File: src/rtl/instruction_queue_register.sv
// Prefetch FIFO feeding a current-instruction register with decoded field outputs.
// Memory pushes fetched words; the control unit advances the IR and flushes on taken branches.
module instruction_queue_register #(
  parameter int INST_W = 16,
  parameter int OP_W   = 4,
  parameter int REG_W  = 4,
  parameter int IMM_W  = 8,
  parameter int DEPTH  = 4
) (
  input  logic              CLK,
  input  logic              Reset,
  input  logic [INST_W-1:0] DataIn,
  input  logic              InstValid,
  output logic              InstReady,
  input  logic              InstWrite,
  input  logic              Flush,
  output logic [INST_W-1:0] DataOut,
  output logic [OP_W-1:0]   Op,
  output logic [REG_W-1:0]  Rd,
  output logic [REG_W-1:0]  Rm,
  output logic [IMM_W-1:0]  Imm,
  output logic              CurValid,
  output logic [$clog2(DEPTH+1)-1:0] Count,
  output logic              Empty,
  output logic              Full,
  output logic              Overflow
);

  localparam int PTR_W = $clog2(DEPTH);
  localparam int CNT_W = $clog2(DEPTH+1);

  logic [INST_W-1:0] queueMem [DEPTH];
  logic [PTR_W-1:0]  rdPtr;
  logic [PTR_W-1:0]  wrPtr;

  logic pushOk;
  logic pushDrop;
  logic popFifo;
  logic bypass;
  logic pushFifo;

  // Status flags come from the registered count only, never from same-cycle inputs.
  assign Empty     = (Count == '0);
  assign Full      = (Count == CNT_W'(DEPTH));
  assign InstReady = !Full;

  assign pushOk   = InstValid && !Full;
  assign pushDrop = InstValid && Full;
  assign popFifo  = InstWrite && !Empty;
  assign bypass   = InstWrite && Empty && pushOk;
  assign pushFifo = pushOk && !bypass;

  assign Op  = DataOut[INST_W-1 -: OP_W];
  assign Rd  = DataOut[INST_W-OP_W-1 -: REG_W];
  assign Rm  = DataOut[INST_W-OP_W-REG_W-1 -: REG_W];
  assign Imm = DataOut[IMM_W-1:0];

  // Storage array carries data only, so it is left out of reset.
  always_ff @(posedge CLK) begin
    if (!Reset && !Flush && pushFifo) begin
      queueMem[wrPtr] <= DataIn;
    end
  end

  always_ff @(posedge CLK) begin
    if (Reset) begin
      rdPtr    <= '0;
      wrPtr    <= '0;
      Count    <= '0;
      DataOut  <= '0;
      CurValid <= 1'b0;
      Overflow <= 1'b0;
    end else if (Flush) begin
      // The branch sitting in the IR is still executing, so IR and CurValid hold.
      rdPtr <= '0;
      wrPtr <= '0;
      Count <= '0;
    end else begin
      if (pushFifo) begin
        wrPtr <= wrPtr + PTR_W'(1);
      end
      if (popFifo) begin
        rdPtr    <= rdPtr + PTR_W'(1);
        DataOut  <= queueMem[rdPtr];
        CurValid <= 1'b1;
      end else if (bypass) begin
        DataOut  <= DataIn;
        CurValid <= 1'b1;
      end else if (InstWrite) begin
        CurValid <= 1'b0;
      end
      if (pushFifo && !popFifo) begin
        Count <= Count + CNT_W'(1);
      end else if (!pushFifo && popFifo) begin
        Count <= Count - CNT_W'(1);
      end
      if (pushDrop) begin
        Overflow <= 1'b1;
      end
    end
  end

endmodule
File: config.mk
export PLATFORM = sky130hd
export DESIGN_NAME = instruction_queue_register
export DESIGN_NICKNAME = d
export VERILOG_FILES = /design/src/rtl/instruction_queue_register.sv
export SDC_FILE = /design/constraint.sdc
export NUM_CORES = 1
export LEC_CHECK = 0
export BUFFER_PORTS_ARGS = -buffer_cell sky130_fd_sc_hd__clkbuf_2
export CAP_MARGIN = 20
export CORE_ASPECT_RATIO = 1.4
export CORE_MARGIN = 2
export CORE_UTILIZATION = 55
export DETAILED_ROUTE_END_ITERATION = 10
export PLACE_DENSITY = 0.84
export SETUP_SLACK_MARGIN = 0.05
export SYNTH_ARGS = -nofsm -noshare
export SYNTH_HDL_FRONTEND = slang
export SYNTH_SLANG_ARGS = --single-unit
File: constraint.sdc
create_clock -name CLK -period 2.6 [get_ports CLK]
set_input_delay 0.13 -clock CLK [delete_from_list [all_inputs] [get_ports CLK]]
set_output_delay 0.13 -clock CLK [all_outputs]
set_load 0.02 [all_outputs]
Word-level counts from Yosys, hierarchy flattened
Memory sizes are Yosys's and may differ from the RTL's. A register that Yosys moved wholly into a read port is not among the register bits.
Index checks and enable logic that the tools add are counted.
{"block": "totals", "reg_bits": 25, "ramBits": 64, "input_bits": 21, "output_inout_bits": 44, "memories": 1}
{"memory": "queueMem", "depth": 4, "width": 16, "read_ports": 1, "rd_ports_with_merged_regs": 1, "wr": 1, "line": "32", "rtl": "logic [INST_W-1:0] queueMem [DEPTH];"}
{"block": "classes", "add_sub_neg": 4, "n_eq_ne": 1, "muxes": 11, "n_bitwise": 1, "n_reduce_logical": 25}
{"cell": "two-way mux 16 bit", "n": 2}
{"cell": "logical AND 1 bit", "n": 10}
{"cell": "zero test 1 bit", "n": 7}
{"cell": "two-way mux 3 bit", "n": 2}
{"cell": "AND reduction 2 bit", "n": 3}
{"cell": "two-way mux 1 bit", "n": 5}
{"cell": "adder 2 x 1 -> 2 bit (second input constant)", "n": 2}
{"cell": "two-way mux 2 bit", "n": 2}
{"cell": "nonzero test 2 bit", "n": 2}
{"cell": "adder 3 x 1 -> 3 bit (second input constant)", "n": 1}
{"cell": "== test 3 bit (second input constant)", "n": 1}
{"cell": "zero test 3 bit", "n": 1}
{"cell": "nonzero test 3 bit", "n": 1}
{"cell": "subtractor 3 x 1 -> 3 bit (second input constant)", "n": 1}
{"cell": "OR reduction 2 bit", "n": 1}
{"cell": "inverter 1 bit", "n": 1}

Logic depth before layout (Yosys ltp)
{"block": "depth", "word_depth": 10, "depth_mapped": 10, "mapped_depth_nobuf": 8}

Worst setup path after synthesis
No wires, ideal clock.
{"block": "synth_timing", "kind": "register -> register", "from": "reg Count[0]", "to": "reg Count[2]", "setup_ns": 0.070, "arrival_time_ns": 2.182, "t_required_ns": 2.530, "path_slack_ns": 0.348, "stages_incl_launch_ff": 11, "n_path_buf": 2, "synth_period_minus_slack_ns": 2.252, "cell_sequence": "dfxtp_1 > o31a_1 > buf_6 > clkinv_4 > buf_12 > ha_1 > inv_1 > fa_1 > xor2_1 > or3_1 > a21oi_1"}
{"block": "synth_between", "elab_chain_cells": 9, "word_cells_on_any_way": 19, "classes_between": "add/sub: 2; eq/ne: 1; mux: 2; reduce/logical: 14"}
{"item": "start, declared", "line": "23", "rtl": "output logic [$clog2(DEPTH+1)-1:0] Count,"}
{"item": "start signal, assigned", "line": "93", "rtl": "Count <= Count + CNT_W'(1);"}
{"item": "start signal, assigned", "line": "95", "rtl": "Count <= Count - CNT_W'(1);"}
{"item": "== test 3 bit", "line": "44", "rtl": "assign Full = (Count == CNT_W'(DEPTH));"}
{"item": "zero test 1 bit", "line": "47", "rtl": "assign pushOk = InstValid && !Full;"}
{"item": "logical AND 1 bit", "line": "47"}
{"item": "logical AND 1 bit", "line": "50", "rtl": "assign bypass = InstWrite && Empty && pushOk;"}
{"item": "zero test 1 bit", "line": "51", "rtl": "assign pushFifo = pushOk && !bypass;"}
{"item": "logical AND 1 bit", "line": "51"}
{"item": "zero test 1 bit", "line": "94", "rtl": "end else if (!pushFifo && popFifo) begin"}
{"item": "logical AND 1 bit", "line": "94"}
{"item": "nonzero test 2 bit (no source line)"}
Several ways; a longest one is shown, not always the timed one. The select of a mux whose other input is x is not followed.
A chain may end at the register's enable or synchronous reset.

Worst setup path in the final report
Same ends and word-level chain as after synthesis.

==> results.md <==
* Sequential share of power at 54.9%
* Die Height at 102 um
* Setup violators final at 0
* First-pass GRT wire length at 10400 um
* Clk_skew at 0.0109 ns
* R2R Setup Slk at 0.44 ns
* HP Class: in2reg
* Worst path arrival time at 2.44 ns
* Pwr per Cell Area at 698 nW/um2
* Initial antenna violation count at 0
* Yosys reg bits at 91
* WS Path Type: reg2reg
* DR WL/cell at 16.5 um
* Ys async rst share at 0%
* RD Place Congestion at 0.752
* Area grow syn2layout at 12.0%
* Hold Path Sink: queueMem[2][11]$_DFFE_PP_
* 1st-pass router iterations at 4
* Warnings from Yosys at 0
* Util after Layout at 64.0%
* Most instantiated library cell after synthesis: edfxtp_1
* Synth Instances at 253
* Post-DP HPWL at 4350 um
* Num rows at 35
* Die ar. at 7550 um2
* Setup TNS at 0 ns
* Internal Dissipation at 2.20 mW
* Synth area leaders: edfxtp_1 (51%), dfxtp_1 (14%), mux4_2 (6.0%), buf_4 (4.6%), mux4_1 (4.2%)
* Grt total ovfl at 0
* Fin area at 4230 um2
* Vias at 2160
* Hold path cells at 1
* Fin. Hold Viols at 0
* Clock power share at 32.0%
* Root Driver: clkbuf_8
* Status: finished clean
* Final min period at 2.16 ns
* Worst-margin pin slew at 0.778 ns
* Largest net degree at the start of global routing at 34
* Layout Nets at 331
* Register area share after synthesis at 65.2%
* DRC Markers at 0
* Post-Layout Cell Count at 401
* RSZ-0062 raised after global routing: no
* Total track usage at 19.1%
* Fin. max-slew vios at 0
* Synth top cells by count: edfxtp_1 (64), nand2_1 (34), dfxtp_1 (27), nor2_1 (27), buf_4 (23)
* FMAX at 462 MHz
* Req. time, crit path at 2.88 ns
* LEAKAGE at 1.60 nW
* Share of cells above drive strength 1 at 34.6%
* Post-Syn Area at 3770 um2
* Area post-placement at 4030 um2
* Post-synth top area share at 50.9%
* R2r endpoint: Count[2]$_SDFFE_PP0P_
* # H-tree levels at 3
* Setup bufs post-CTS at 0
* Post-CTS Resized at 0
* Post-placement cell count at 385
* Worst R2R Start: Count[0]$_SDFFE_PP0P_
* Cells on worst reg2reg path at 8
* Mean area per synthesized cell at 14.9 um2
* Switching power at 0.751 mW
* Hold_sp: DataIn[11]
* CTS buffer count at 9
* Remaining antenna violation count at 0
* Main flop type after synthesis: edfxtp_1
* Hold_buf cts at 0
* Diodes inserted at 0
* Startpoint Class: flip-flop
* Number of max-cap violations at 0
* Worst relative slew slack at 48.0%
* Mapped Nets at 280
* IO Count at 65
* Core area at 6610 um2
* Vias in the first global route at 2144
* Vias per cell at 5.39
* Yosys top cell by area: edfxtp_1
* Clock-pin slew on the worst setup and hold paths at 0.09 ns
* Worst-skew pair later-pin latency at 0.34 ns
* Synth cell types at 31
* Worst VDD drop at 0.384 mV
* Initial DRC Count at 83
* Initial core utilization at 57.1%
* Comb power frac at 13.1%
* EDFF count, synth at 64
* CTS tree: yes
* Post-Route WL at 6610 um
* CP Max Fanout at 17
* Horiz. Die Dim at 74.0 um
* Critical path capture point type: flip-flop
* Clock sinks at 91
* Final worst path period share at 83.2%
* Switching fraction of total power at 25.4%
* PortBufs at 64
* Clk buf depth at 2
-- cell type report --
| cell class | instances | area [um2] |
|---|---|---|
| clock buffers | 10 | 138 |
| clock inverters | 6 | 62.6 |
| fillers | 483 | 2380 |
| inverters | 7 | 31.3 |
| multi-input cells | 122 | 1020 |
| flip-flops and latches | 91 | 2460 |
| well taps | 92 | 115 |
| repair buffers | 73 | 400 |
-- metrics by stage --
stage	power (mW)	worst slack, ns	hold slack (ns)
finish	2.95	0.436	0.0199
global route	3.07	0.307	0.0273
CTS	2.97	0.420	0.0128
detailed placement	2.04	0.444	0.376
global placement	2.03	0.504	0.369
floorplan	1.97	0.348	0.229
-- layer usage --
layer  track usage [%]  routed length [um]  share of wire, %
met2              32.6                3590                54
met4              9.79                  99               1.5
met3              3.35                 276               4.2
met5                 0                   0                 0
met1              22.9                2650                40
-- placed cells by master, fill, tap and decap left out, types with 2 or more instances in the layout --
| cell type | instances |
|---|---|
| a21oi_1 | 2 |
| a21oi_2 | 2 |
| a311oi_1 | 13 |
| a311oi_2 | 3 |
| and3_1 | 4 |
| buf_4 | 8 |
| clkbuf_2 | 64 |
| clkbuf_8 | 10 |
| clkinv_2 | 3 |
| dfxtp_1 | 27 |
| edfxtp_1 | 64 |
| ha_1 | 5 |
| inv_1 | 6 |
| inv_6 | 2 |
| mux2i_1 | 2 |
| mux4_1 | 6 |
| mux4_2 | 10 |
| nand2_1 | 34 |
| nor2_1 | 27 |
| or2_2 | 2 |
| xnor2_1 | 2 |
| xor2_1 | 3 |
-- worst max-delay path, cell delays in order (launching register included) --
cell	delay, ns
dfxtp_1	0.39
o31a_1	0.35
clkinv_4	0.14
ha_1	0.20
inv_1	0.06
fa_1	0.37
xor2_1	0.16
or3_1	0.30
a21oi_1	0.13
-- power by group through the flow --
stage / clock network, mW / registers (mW) / logic [mW]
after global routing: 1.01 / 1.63 / 0.430
after detailed placement: 0 / 1.66 / 0.389
after CTS: 0.955 / 1.62 / 0.392
final: 0.944 / 1.62 / 0.387
after global placement: 0 / 1.65 / 0.383
after floorplan: 0 / 1.68 / 0.283
-- worst max path at each step --
stage,from,endpoint,slack [ns],cells past startpoint
global route,Count[0]$_SDFFE_PP0P_,Count[2]$_SDFFE_PP0P_,0.31,8
finish,Count[0]$_SDFFE_PP0P_,Count[2]$_SDFFE_PP0P_,0.44,8
global placement,Count[0]$_SDFFE_PP0P_,Count[2]$_SDFFE_PP0P_,0.50,8
detailed placement,Count[0]$_SDFFE_PP0P_,Count[2]$_SDFFE_PP0P_,0.44,8
CTS,Count[0]$_SDFFE_PP0P_,Count[2]$_SDFFE_PP0P_,0.42,8
floorplan,Count[0]$_SDFFE_PP0P_,Count[2]$_SDFFE_PP0P_,0.35,10
-- logic make-up (layout without fill, tap and decap cells) --
group	after synthesis	count (layout)	synth area share [%]
AO/OA/AOI/OAI	23	23	5.47
XOR/XNOR	5	5	1.16
adder cells (fa/ha/maj)	6	6	2.19
buffers and inverters	40	96	7.76
flip-flops	91	91	65.2
multiplexers	18	18	10.7
AND/OR/NAND/NOR	70	70	7.52
-- flip-flops by register name, summed over array words and instances, names as in the netlist, named ones only --
name,cells
queueMem,64
DataOut,16
Count,3
rdPtr,2
wrPtr,2
CurValid,1
Overflow,1
Power figures use the tool's default switching activity.
